$ cat config.mk
export PLATFORM = sky130hd
export DESIGN_NAME = usr_shift_sequencer_flat
export DESIGN_NICKNAME = d
export VERILOG_FILES = /design/src/rtl/usr_seq_pkg.sv /design/src/rtl/usr_shift_sequencer_if.sv /design/src/rtl/usr_seq_bit_counter.sv /design/src/rtl/usr_shift_sequencer.sv /design/src/flat_wrapper.sv
export SDC_FILE = /design/constraint.sdc
export NUM_CORES = 1
export LEC_CHECK = 0
export CAP_MARGIN = 20
export CELL_PAD_IN_SITES_DETAIL_PLACEMENT = 2
export CELL_PAD_IN_SITES_GLOBAL_PLACEMENT = 2
export CORE_MARGIN = 1
export CORE_UTILIZATION = 27
export DETAILED_ROUTE_END_ITERATION = 7
export PLACE_DENSITY = 0.88
export SKIP_LAST_GASP = 1
export SLEW_MARGIN = 25
export SYNTH_ARGS = -nofsm -noshare
export SYNTH_HDL_FRONTEND = slang
export SYNTH_SLANG_ARGS = --single-unit
$ cat constraint.sdc
create_clock -name Clk_In -period 3.3 [get_ports Clk_In]
set_clock_uncertainty 0.2 [all_clocks]
set_input_delay 0.495 -clock Clk_In [delete_from_list [all_inputs] [get_ports Clk_In]]
set_output_delay 0.495 -clock Clk_In [all_outputs]
set_load 0.02 [all_outputs]
$ cat src/rtl/usr_seq_pkg.sv
// Shared definitions for the USR shift sequencer: widths, USR op codes,
// sequencer state encoding and the bit-count normalisation helper.
package usr_seq_pkg;

  localparam int DATA_WIDTH  = 32;
  localparam int COUNT_WIDTH = 6;

  localparam logic [1:0] OP_NO_OP = 2'd0;
  localparam logic [1:0] OP_LEFT  = 2'd1;
  localparam logic [1:0] OP_RIGHT = 2'd2;
  localparam logic [1:0] OP_LOAD  = 2'd3;

  typedef enum logic [2:0] {
    ST_IDLE,
    ST_LOAD,
    ST_SHIFT,
    ST_CAPTURE,
    ST_DONE
  } seq_state_e;

  // A count of 0, or one wider than the register, means a full-width transfer.
  function automatic logic [COUNT_WIDTH-1:0] normalise_count(input logic [COUNT_WIDTH-1:0] n);
    if ((n == '0) || (n > COUNT_WIDTH'(DATA_WIDTH))) return COUNT_WIDTH'(DATA_WIDTH);
    return n;
  endfunction

endpackage

$ cat src/rtl/usr_shift_sequencer_if.sv
// Word-level client port of the USR shift sequencer: start handshake,
// receive handshake and busy status.
interface usr_shift_sequencer_if;
  import usr_seq_pkg::*;

  logic                   Start_Valid_In;
  logic                   Start_Ready_Out;
  logic [DATA_WIDTH-1:0]  Tx_Data_In;
  logic [COUNT_WIDTH-1:0] Bit_Count_In;
  logic                   Direction_In;
  logic [DATA_WIDTH-1:0]  Rx_Data_Out;
  logic                   Rx_Valid_Out;
  logic                   Rx_Ready_In;
  logic                   Busy_Out;

  modport master (
    output Start_Valid_In, Tx_Data_In, Bit_Count_In, Direction_In, Rx_Ready_In,
    input  Start_Ready_Out, Rx_Data_Out, Rx_Valid_Out, Busy_Out
  );

  modport slave (
    input  Start_Valid_In, Tx_Data_In, Bit_Count_In, Direction_In, Rx_Ready_In,
    output Start_Ready_Out, Rx_Data_Out, Rx_Valid_Out, Busy_Out
  );

endinterface

$ cat src/rtl/usr_seq_bit_counter.sv
// Remaining-shift counter: loads a normalised bit count, decrements once per
// shift cycle and flags the final shift.
module usr_seq_bit_counter
  import usr_seq_pkg::*;
(
  input  logic                   Clk_In,
  input  logic                   Reset_In,
  input  logic                   Load_In,
  input  logic                   Decrement_In,
  input  logic [COUNT_WIDTH-1:0] Count_In,
  output logic                   Last_Out
);

  logic [COUNT_WIDTH-1:0] count_q;

  // NOTE: clocked state uses non-blocking (<=) so every register samples
  // pre-edge values regardless of process evaluation order.
  always_ff @(posedge Clk_In or posedge Reset_In) begin
    if (Reset_In) begin
      count_q <= '0;
    end else if (Load_In) begin
      count_q <= normalise_count(Count_In);
    end else if (Decrement_In && (count_q != '0)) begin
      count_q <= count_q - COUNT_WIDTH'(1);
    end
  end

  assign Last_Out = (count_q == COUNT_WIDTH'(1));

endmodule

$ cat src/rtl/usr_shift_sequencer.sv
// Sequencer driving a negedge-sampling USR through load, N shifts and capture.
// Optional feature macro: USR_SEQ_LOOPBACK_EN adds Loopback_In (internal serial loopback).
module usr_shift_sequencer
  import usr_seq_pkg::*;
(
  input  logic                  Clk_In,
  input  logic                  Reset_In,
  usr_shift_sequencer_if.slave  client,
  input  logic                  Serial_Line_In,
  output logic                  Serial_Line_Out,
  output logic                  USR_Enable_Out,
  output logic [1:0]            USR_Operation_Select_Out,
  output logic [DATA_WIDTH-1:0] USR_Parallel_Data_Out,
  output logic                  USR_Serial_Left_Side_Data_Out,
  output logic                  USR_Serial_Right_Side_Data_Out,
  input  logic [DATA_WIDTH-1:0] USR_Parallel_Data_In,
  input  logic                  USR_Serial_Left_Side_Data_In,
  input  logic                  USR_Serial_Right_Side_Data_In
`ifdef USR_SEQ_LOOPBACK_EN
  ,
  input  logic                  Loopback_In
`endif
);

  seq_state_e             state_q, state_d;
  logic [DATA_WIDTH-1:0]  tx_q, rx_q, rx_aligned;
  logic [COUNT_WIDTH-1:0] n_q, pad;
  logic                   dir_q, rx_valid_q, ser_out_q;
  logic                   accept, shift_last, feed_bit;

  assign accept = client.Start_Valid_In && (state_q == ST_IDLE);

  usr_seq_bit_counter u_bit_counter (
    .Clk_In       (Clk_In),
    .Reset_In     (Reset_In),
    .Load_In      (accept),
    .Decrement_In (state_q == ST_SHIFT),
    .Count_In     (client.Bit_Count_In),
    .Last_Out     (shift_last)
  );

`ifdef USR_SEQ_LOOPBACK_EN
  assign feed_bit = Loopback_In ? ser_out_q : Serial_Line_In;
`else
  assign feed_bit = Serial_Line_In;
`endif

  // NOTE: every always_comb output gets a default first, so no branch can
  // leave a signal unassigned and infer a latch.
  always_comb begin
    state_d = state_q;
    unique case (state_q)
      ST_IDLE:    if (accept) state_d = ST_LOAD;
      ST_LOAD:    state_d = ST_SHIFT;
      ST_SHIFT:   if (shift_last) state_d = ST_CAPTURE;
      ST_CAPTURE: state_d = ST_DONE;
      ST_DONE:    if (client.Rx_Ready_In) state_d = ST_IDLE;
      default:    state_d = ST_IDLE;
    endcase
  end

  always_comb begin
    USR_Enable_Out                 = 1'b0;
    USR_Operation_Select_Out       = OP_NO_OP;
    USR_Parallel_Data_Out          = '0;
    USR_Serial_Left_Side_Data_Out  = 1'b0;
    USR_Serial_Right_Side_Data_Out = 1'b0;
    case (state_q)
      ST_LOAD: begin
        USR_Enable_Out           = 1'b1;
        USR_Operation_Select_Out = OP_LOAD;
        USR_Parallel_Data_Out    = tx_q;
      end
      ST_SHIFT: begin
        USR_Enable_Out = 1'b1;
        if (dir_q) begin
          USR_Operation_Select_Out      = OP_RIGHT;
          USR_Serial_Left_Side_Data_Out = feed_bit;
        end else begin
          USR_Operation_Select_Out       = OP_LEFT;
          USR_Serial_Right_Side_Data_Out = feed_bit;
        end
      end
      ST_CAPTURE: USR_Enable_Out = 1'b1;
      default: ;
    endcase
  end

  // Received bits sit at the low end after a left shift and at the top after
  // a right shift; both are brought to a right-justified N-bit value.
  assign pad        = COUNT_WIDTH'(DATA_WIDTH) - n_q;
  assign rx_aligned = dir_q ? (USR_Parallel_Data_In >> pad)
                            : (USR_Parallel_Data_In & ({DATA_WIDTH{1'b1}} >> pad));

  always_ff @(posedge Clk_In or posedge Reset_In) begin
    if (Reset_In) begin
      state_q    <= ST_IDLE;
      tx_q       <= '0;
      n_q        <= '0;
      dir_q      <= 1'b0;
      rx_q       <= '0;
      rx_valid_q <= 1'b0;
      ser_out_q  <= 1'b0;
    end else begin
      state_q <= state_d;
      if (accept) begin
        tx_q  <= client.Tx_Data_In;
        n_q   <= normalise_count(client.Bit_Count_In);
        dir_q <= client.Direction_In;
      end
      // The USR moves at negedge, so registering its edge bit here holds each
      // outgoing bit for one whole shift cycle.
      ser_out_q <= (state_d == ST_SHIFT)
                   ? (dir_q ? USR_Serial_Right_Side_Data_In : USR_Serial_Left_Side_Data_In)
                   : 1'b0;
      if (state_q == ST_CAPTURE) begin
        rx_q       <= rx_aligned;
        rx_valid_q <= 1'b1;
      end else if ((state_q == ST_DONE) && client.Rx_Ready_In) begin
        rx_valid_q <= 1'b0;
      end
    end
  end

  assign Serial_Line_Out        = ser_out_q;
  assign client.Rx_Data_Out     = rx_q;
  assign client.Rx_Valid_Out    = rx_valid_q;
  assign client.Busy_Out        = (state_q != ST_IDLE);
  assign client.Start_Ready_Out = (state_q == ST_IDLE) && !Reset_In;

endmodule

$ cat src/flat_wrapper.sv
// flat-port wrapper written by rule: the top's interface ports become plain ports
module usr_shift_sequencer_flat import usr_seq_pkg::*;
  (Clk_In, Reset_In, Serial_Line_In, Serial_Line_Out, USR_Enable_Out, USR_Operation_Select_Out, USR_Parallel_Data_Out, USR_Serial_Left_Side_Data_Out, USR_Serial_Right_Side_Data_Out, USR_Parallel_Data_In, USR_Serial_Left_Side_Data_In, USR_Serial_Right_Side_Data_In, client_Start_Valid_In, client_Tx_Data_In, client_Bit_Count_In, client_Direction_In, client_Rx_Ready_In, client_Start_Ready_Out, client_Rx_Data_Out, client_Rx_Valid_Out, client_Busy_Out);
  usr_shift_sequencer_if client_i ();
  input  logic Clk_In;
  input  logic Reset_In;
  input  logic Serial_Line_In;
  output logic Serial_Line_Out;
  output logic USR_Enable_Out;
  output logic [1:0] USR_Operation_Select_Out;
  output logic [DATA_WIDTH-1:0] USR_Parallel_Data_Out;
  output logic USR_Serial_Left_Side_Data_Out;
  output logic USR_Serial_Right_Side_Data_Out;
  input  logic [DATA_WIDTH-1:0] USR_Parallel_Data_In;
  input  logic USR_Serial_Left_Side_Data_In;
  input  logic USR_Serial_Right_Side_Data_In;
  input wire logic [$bits(client_i.Start_Valid_In)-1:0] client_Start_Valid_In;
  input wire logic [$bits(client_i.Tx_Data_In)-1:0] client_Tx_Data_In;
  input wire logic [$bits(client_i.Bit_Count_In)-1:0] client_Bit_Count_In;
  input wire logic [$bits(client_i.Direction_In)-1:0] client_Direction_In;
  input wire logic [$bits(client_i.Rx_Ready_In)-1:0] client_Rx_Ready_In;
  output wire logic [$bits(client_i.Start_Ready_Out)-1:0] client_Start_Ready_Out;
  output wire logic [$bits(client_i.Rx_Data_Out)-1:0] client_Rx_Data_Out;
  output wire logic [$bits(client_i.Rx_Valid_Out)-1:0] client_Rx_Valid_Out;
  output wire logic [$bits(client_i.Busy_Out)-1:0] client_Busy_Out;
  assign client_i.Start_Valid_In = client_Start_Valid_In;
  assign client_i.Tx_Data_In = client_Tx_Data_In;
  assign client_i.Bit_Count_In = client_Bit_Count_In;
  assign client_i.Direction_In = client_Direction_In;
  assign client_i.Rx_Ready_In = client_Rx_Ready_In;
  assign client_Start_Ready_Out = client_i.Start_Ready_Out;
  assign client_Rx_Data_Out = client_i.Rx_Data_Out;
  assign client_Rx_Valid_Out = client_i.Rx_Valid_Out;
  assign client_Busy_Out = client_i.Busy_Out;
  usr_shift_sequencer u_core (.Clk_In(Clk_In), .Reset_In(Reset_In), .client(client_i), .Serial_Line_In(Serial_Line_In), .Serial_Line_Out(Serial_Line_Out), .USR_Enable_Out(USR_Enable_Out), .USR_Operation_Select_Out(USR_Operation_Select_Out), .USR_Parallel_Data_Out(USR_Parallel_Data_Out), .USR_Serial_Left_Side_Data_Out(USR_Serial_Left_Side_Data_Out), .USR_Serial_Right_Side_Data_Out(USR_Serial_Right_Side_Data_Out), .USR_Parallel_Data_In(USR_Parallel_Data_In), .USR_Serial_Left_Side_Data_In(USR_Serial_Left_Side_Data_In), .USR_Serial_Right_Side_Data_In(USR_Serial_Right_Side_Data_In));
endmodule
; ---- Word level (Yosys, flattened, before mapping)
; Index checks and enable logic that the tools add are counted.
[word_totals]
out_inout_bits = 73
rom_bits = 0
latch_bits = 0
mem_count = 0
register_bits = 82
in_bits = 78
ramBits = 0
[op_classes]
bitwise = 1
div_mod_pow = 0
mul = 0
muxes = 23
shifts = 2
n_eq_ne = 6
reduce_logical = 13
n_lt_le_gt_ge = 1
addsub = 2
[ops]
columns = cell, n
row1 = 32-bit 2-to-1 mux, 2
row2 = 32-bit bitwise AND, 1
row3 = 32-bit by 6-bit >> shifter with 32-bit output, 1
row4 = "32-bit by 6-bit >> shifter with 32-bit output, first input constant", 1
row5 = 6-bit 2-to-1 mux, 4
row6 = 3-bit case mux with 5 select lines, 1
row7 = 1-bit 2-to-1 mux, 11
row8 = "3-bit by 2-bit == test with 1-bit output, second input constant", 3
row9 = 3-bit 2-to-1 mux, 3
row10 = "6-bit by 1-bit == test with 1-bit output, second input constant", 1
row11 = "6-bit greater-than comparator, second input constant", 1
row12 = 6-bit logical NOT, 1
row13 = 6-bit nonzero test, 1
row14 = "6-bit by 1-bit subtractor with 6-bit output, second input constant", 1
row15 = "6-bit subtractor, first input constant", 1
row16 = 1-bit logical AND, 4
row17 = 2-bit case mux with 2 select lines, 1
row18 = 2-bit nonzero test, 2
row19 = "3-bit by 1-bit == test with 1-bit output, second input constant", 1
row20 = "3-bit == test, second input constant", 1
row21 = 3-bit logical NOT, 1
row22 = 3-bit nonzero test, 1
row23 = 3-bit OR reduction, 1
row24 = 2-bit 2-to-1 mux, 1
row25 = 2 further kinds, 2

; ---- Depth between registers and ports, before layout
[depth]
depth_word = 6
ltp_mapped = 15

; ---- Hierarchy
; Synthesis repeated with hierarchy kept, for this count alone.
[unflattened]
cells_unflattened = 654
area_unflattened_um2 = 6133.4
[by_module_without_submodules]
columns = mod, cells_each, n_inst, area_per_inst_um2
row1 = usr_shift_sequencer, 605, 1, 5688.0
row2 = usr_seq_bit_counter, 49, 1, 445.4

; ---- Worst setup path after synthesis
; No wires, ideal clock.
[synth_timing]
path_type = reg2reg
startpoint = reg u_core.n_q[0]
endpoint = reg u_core.rx_q[0], in the netlist u_core.client.Rx_Data_Out[0]
stages_incl_launch_ff = 14
setup_slack_ns = -0.159
required_ns = 2.974
period_less_slack_ns = 3.459
setup_time_ns = 0.126
arrival_time_ns = 3.133
cell_sequence = dfrtp_1 buf_6 buf_4 inv_2 clkbuf_1 ha_1 inv_1 ha_1 buf_6 buf_8 mux4_2 mux4_2 a22oi_1 o21ai_1
[synth_between]
elab_chain_len = 4
elab_cells_between_ends = 5
classes_between = add/sub: 1 / shift: 2 / mux: 1 / bitwise: 1
[synth_lines]
columns = item, line
row1 = "start, declared", usr_shift_sequencer.sv:27  ; logic [COUNT_WIDTH-1:0] n_q, pad;
row2 = "start signal, assigned", usr_shift_sequencer.sv:108  ; n_q <= normalise_count(client.Bit_Count_In);
row3 = 6-bit subtractor (*), usr_shift_sequencer.sv:91  ; assign pad = COUNT_WIDTH'(DATA_WIDTH) - n_q;
row4 = 32-bit by 6-bit >> shifter with 32-bit output, usr_shift_sequencer.sv:93  ; : (USR_Parallel_Data_In & ({DATA_WIDTH{1'b1}} >> pad));
row5 = 32-bit bitwise AND, usr_shift_sequencer.sv:93
row6 = 32-bit 2-to-1 mux (*), usr_shift_sequencer.sv:92  ; assign rx_aligned = dir_q ? (USR_Parallel_Data_In >> pad)
row7 = "end signal, assigned", usr_shift_sequencer.sv:117  ; rx_q <= rx_aligned;
row8 = "end, declared", usr_shift_sequencer.sv:26  ; logic [DATA_WIDTH-1:0] tx_q, rx_q, rx_aligned;
; Mark *: on every way between the ends. The rest lies on a longest branch, timed or not.
; A chain may end at the register's enable or synchronous reset.

; ---- Worst setup path in the final report
[layout_timing]
startpoint = reg u_core.state_q[1]
endpoint = out USR_Parallel_Data_Out[20]
[layout_between]
elab_chain_len = 2
[layout_lines]
columns = item, line
row1 = "start, declared", usr_shift_sequencer.sv:25  ; seq_state_e state_q, state_d;
row2 = "start signal, assigned", usr_shift_sequencer.sv:105  ; state_q <= state_d;
row3 = 3-bit by 1-bit == test with 1-bit output, usr_shift_sequencer.sv:68  ; case (state_q)
row4 = 32-bit 2-to-1 mux, usr_shift_sequencer.sv:68
row5 = "end, declared", flat_wrapper.sv:11  ; output logic [DATA_WIDTH-1:0] USR_Parallel_Data_Out;
; Every way passes these cells.

==> flow_summary.rst <==
.. list-table::
   :header-rows: 1

   * - Metric
     - Value
   * - CTS buffer count
     - 9
   * - Hold-critical path depth
     - 2
   * - Total area of sequential cells
     - between 2000 and 2500 um2
   * - Worst slack at placement
     - approximately 0.15 ns
   * - Final non-filler cell total
     - 1084
   * - Share of final-layout standard cells stronger than drive strength 1
     - 0.130
   * - Required arrival time at the worst endpoint
     - 2.60 ns
   * - Post-synthesis sequential element count
     - 82
   * - Maximum number of pins on one net before global-route repair
     - 83
   * - IO buf count
     - 150
   * - Vias in the first global route
     - about 6.6k
   * - Worst hold slack after final layout
     - 0.267 ns
   * - Antenna violations before repair
     - 1
   * - Library cell with the largest summed area after synthesis
     - sky130_fd_sc_hd__dfrtp_1
   * - TritonRoute pass-1 iters
     - 5
   * - Transition time at the pin with the least slew margin
     - 0.847 ns
   * - Placer congestion estimate
     - roughly 0.9
   * - Clock network latency to the later pin of the worst-skew pair
     - 0.36 ns
   * - Die Ht
     - 150 um
   * - Gate count of the mapped netlist
     - 657
   * - Total global routing overflow
     - 0
   * - TritonCTS Sinks
     - 82
   * - Met3 routed WL
     - 1990 um
   * - Primary flip-flop cell chosen by synthesis mapping
     - sky130_fd_sc_hd__dfrtp_1
   * - Syn avg cell area
     - 8.99 um2
   * - Ratio of routed vias to standard cells
     - 5.58
   * - Number of nets with antenna violations after detailed routing
     - 0
   * - Slew Viols, Final
     - 0
   * - First DRT Iteration DRCs
     - 351
   * - Sequential fraction of the synthesis area
     - 0.348
   * - Residual DRC count
     - 0
   * - Number of setup buffers added after CTS
     - 0
   * - Initial core utilization
     - 0.278
   * - Clock tree from TritonCTS
     - yes
   * - Synth Cell Area
     - between 5000 and 6000 um2
   * - Placed cells
     - 1068
   * - Worst R2R End
     - u_core.client.Rx_Data_Out[0]$_DFFE_PP0P_
   * - FFs w/ async S/R, synth
     - 1.00
   * - PnR worst setup slack
     - about 0.24 ns
   * - Number of rows created at floorplan
     - 53
   * - Overall via count from detail_route
     - 6049
   * - CP endpoint
     - USR_Parallel_Data_Out[20]
   * - DRT Wirelength
     - 24900 um
   * - Setup violation total in the final timing report
     - 0
   * - Period utilisation layout
     - 0.928
   * - Synth Net Count
     - ~740
   * - Worst-path fanout max
     - 32
   * - Setup repair after global routing missed its margin
     - no
   * - Number of distinct library cells after synthesis
     - 68
   * - Startpoint of the lowest-slack register-to-register path
     - u_core.n_q[1]$_DFFE_PP0P_
   * - Root cell of the clock tree
     - sky130_fd_sc_hd__clkbuf_16
   * - Register-to-register setup slack
     - ~0.25 ns
   * - Number of enable flip-flop cells after synthesis
     - 0
   * - Number of failing hold endpoints at the final stage
     - 0
   * - Worst path arrival time
     - 2.37 ns
   * - Die area
     - 22500 um2
   * - Met1 wire length
     - roughly 9800 um
   * - Max-cap viol count
     - 0
   * - Synth warn
     - 0
   * - Leakage power
     - approximately 3.4 nW
   * - Global-route wire length before repair
     - 39100 um
   * - Floorplan die width
     - 150 um
   * - Final critical-path required period
     - ~3.1 ns
   * - Uppermost routed layer
     - met5
   * - Start point of the critical path
     - u_core.state_q[1]$_DFF_PP0_
   * - Max Clock Freq
     - 326 MHz
   * - Clock-pin slew of the registers on the worst-case setup and hold paths
     - around 0.08 ns
   * - Routed length on met2
     - 12200 um
   * - Maximum root-to-sink buffer count
     - 2
   * - Status
     - finished, final reports clean
   * - Worst slew margin relative to its limit
     - 0.434
   * - CTS hold repair buffers
     - 0
   * - Combined area of the multi-input logic cells
     - 3540 um2
   * - Type of destination of the critical path
     - output pin
   * - Crit path launch type
     - flop
   * - Most used standard cell by instance count after synthesis
     - sky130_fd_sc_hd__nand2_1
   * - Synth cell count leaders
     - 163 x sky130_fd_sc_hd__nand2_1, 82 x sky130_fd_sc_hd__dfrtp_1, 38 x sky130_fd_sc_hd__nor2_1
   * - Nets
     - just under 900
   * - GRT Util Overall
     - 0.232
   * - Diodes inserted
     - 0
   * - Total negative setup slack
     - 0 ns
   * - CP Class
     - reg -> out
   * - Total power density per cell area
     - 1150 nW/um2
   * - Post-synthesis to final-layout area growth
     - 37.6%
   * - Largest cells by area after synthesis
     - sky130_fd_sc_hd__dfrtp_1 35%, sky130_fd_sc_hd__mux4_2 11%, sky130_fd_sc_hd__nand2_1 10%, sky130_fd_sc_hd__mux2i_1 4.9%, sky130_fd_sc_hd__and2_1 3.8%
   * - Min-Delay Path Class
     - reg -> reg
   * - Detailed placement HPWL
     - 18300 um
   * - Ports
     - 151
   * - Path depth of the worst reg2reg path
     - 9
   * - Core box area
     - 21200 um2
   * - Wire per inst
     - 22.9 um
   * - Clock H-tree levels
     - 3
   * - # fillers
     - around 2.4k
   * - Area share of the leading cell type in the synthesized netlist
     - 0.348
   * - Gates resized, CTS repair
     - 0
   * - Max IR drop VDD
     - between 500 and 600 uV
[how the worst min path moves through the flow]
stage	startpoint	end
after global placement	u_core.tx_q[17]$_DFFE_PP0P_	u_core.tx_q[17]$_DFFE_PP0P_
after floorplan	u_core.tx_q[0]$_DFFE_PP0P_	u_core.tx_q[0]$_DFFE_PP0P_
after global routing	u_core.tx_q[23]$_DFFE_PP0P_	u_core.tx_q[23]$_DFFE_PP0P_
after CTS	u_core.tx_q[23]$_DFFE_PP0P_	u_core.tx_q[23]$_DFFE_PP0P_
after detailed placement	u_core.tx_q[23]$_DFFE_PP0P_	u_core.tx_q[23]$_DFFE_PP0P_
final	u_core.tx_q[23]$_DFFE_PP0P_	u_core.tx_q[23]$_DFFE_PP0P_
[report_power, final]
group / internal [mW] / switching, mW
Sequential: 1.44 / 0.331
Combinational: 2.65 / 3.75
Clock: 0.612 / 0.522
Total: 4.70 / 4.60
[worst max-delay path, stage by stage, from the launching register on]
cell                              delay, ns
sky130_fd_sc_hd__dfrtp_1               0.47
sky130_fd_sc_hd__nand2b_1              0.25
sky130_fd_sc_hd__nor2_1                0.12
sky130_fd_sc_hd__buf_4                 0.31
sky130_fd_sc_hd__and2_1                0.20
sky130_fd_sc_hd__clkdlybuf4s50_1       0.64
[cells by family after synthesis]
| family | after synthesis | synth area share |
|---|---|---|
| simple gates | 294 | 0.229 |
| compound gates | 132 | 0.160 |
| flops | 82 | 0.348 |
| mux | 71 | 0.183 |
| buf+inv | 64 | 0.0549 |
| xor+xnor | 7 | 0.0104 |
| fa+ha+maj | 7 | 0.0148 |
[routing by layer]
metal	global-route usage	up-vias
met5	0	-
li1	-	2640
met4	0.0985	2
met1	0.273	3088
met3	0.0585	48
met2	0.397	271
[cells in the final DEF, fill, tap and decap left out, drive strengths merged, types with 9 or more instances in the layout]
| cell | synthesis | layout |
|---|---|---|
| mux2i | 29 | 29 |
| nor2 | 39 | 39 |
| nand3 | 18 | 18 |
| mux4 | 28 | 28 |
| mux2 | 14 | 14 |
| clkdlybuf4s50 | 0 | 150 |
| inv | 14 | 17 |
| buf | 25 | 36 |
| and2 | 36 | 36 |
| o21ai | 34 | 34 |
| o31ai | 10 | 10 |
| dfrtp | 82 | 82 |
| clkbuf | 25 | 9 |
| nand2 | 165 | 165 |
| a21oi | 20 | 20 |
| nand3b | 9 | 9 |
[final cells by class]
| cell class | instances | area share |
|---|---|---|
| Tap cell | 275 | 0.0424 |
| Timing Repair Buffer | 186 | 0.223 |
| Clock buffer | 9 | 0.0277 |
| Sequential cell | 82 | 0.253 |
| Inverter | 14 | 0.00693 |
| Clock inverter | 7 | 0.0117 |
| Multi-Input combinational cell | 511 | 0.436 |
[flip-flops by register name, indices dropped and copies added (netlist names)]
| register | cells |
|---|---|
| u_core.client.Rx_Valid_Out | 1 |
| u_core.dir_q | 1 |
| u_core.u_bit_counter.count_q | 6 |
| u_core.state_q | 3 |
| u_core.client.Rx_Data_Out | 32 |
| u_core.Serial_Line_Out | 1 |
| u_core.tx_q | 32 |
| u_core.n_q | 6 |
[metrics by stage]
step                      cell area (um2)  power (mW)   util
after floorplan                      5920        5.77      -
after global placement               7790        7.89  0.367
after detailed placement             7790        8.08  0.367
after CTS                            8110        9.30  0.382
after global routing                 8120        9.87  0.383
final                                8120        9.30  0.383
No activity file was read; power rests on OpenSTA's default activity.
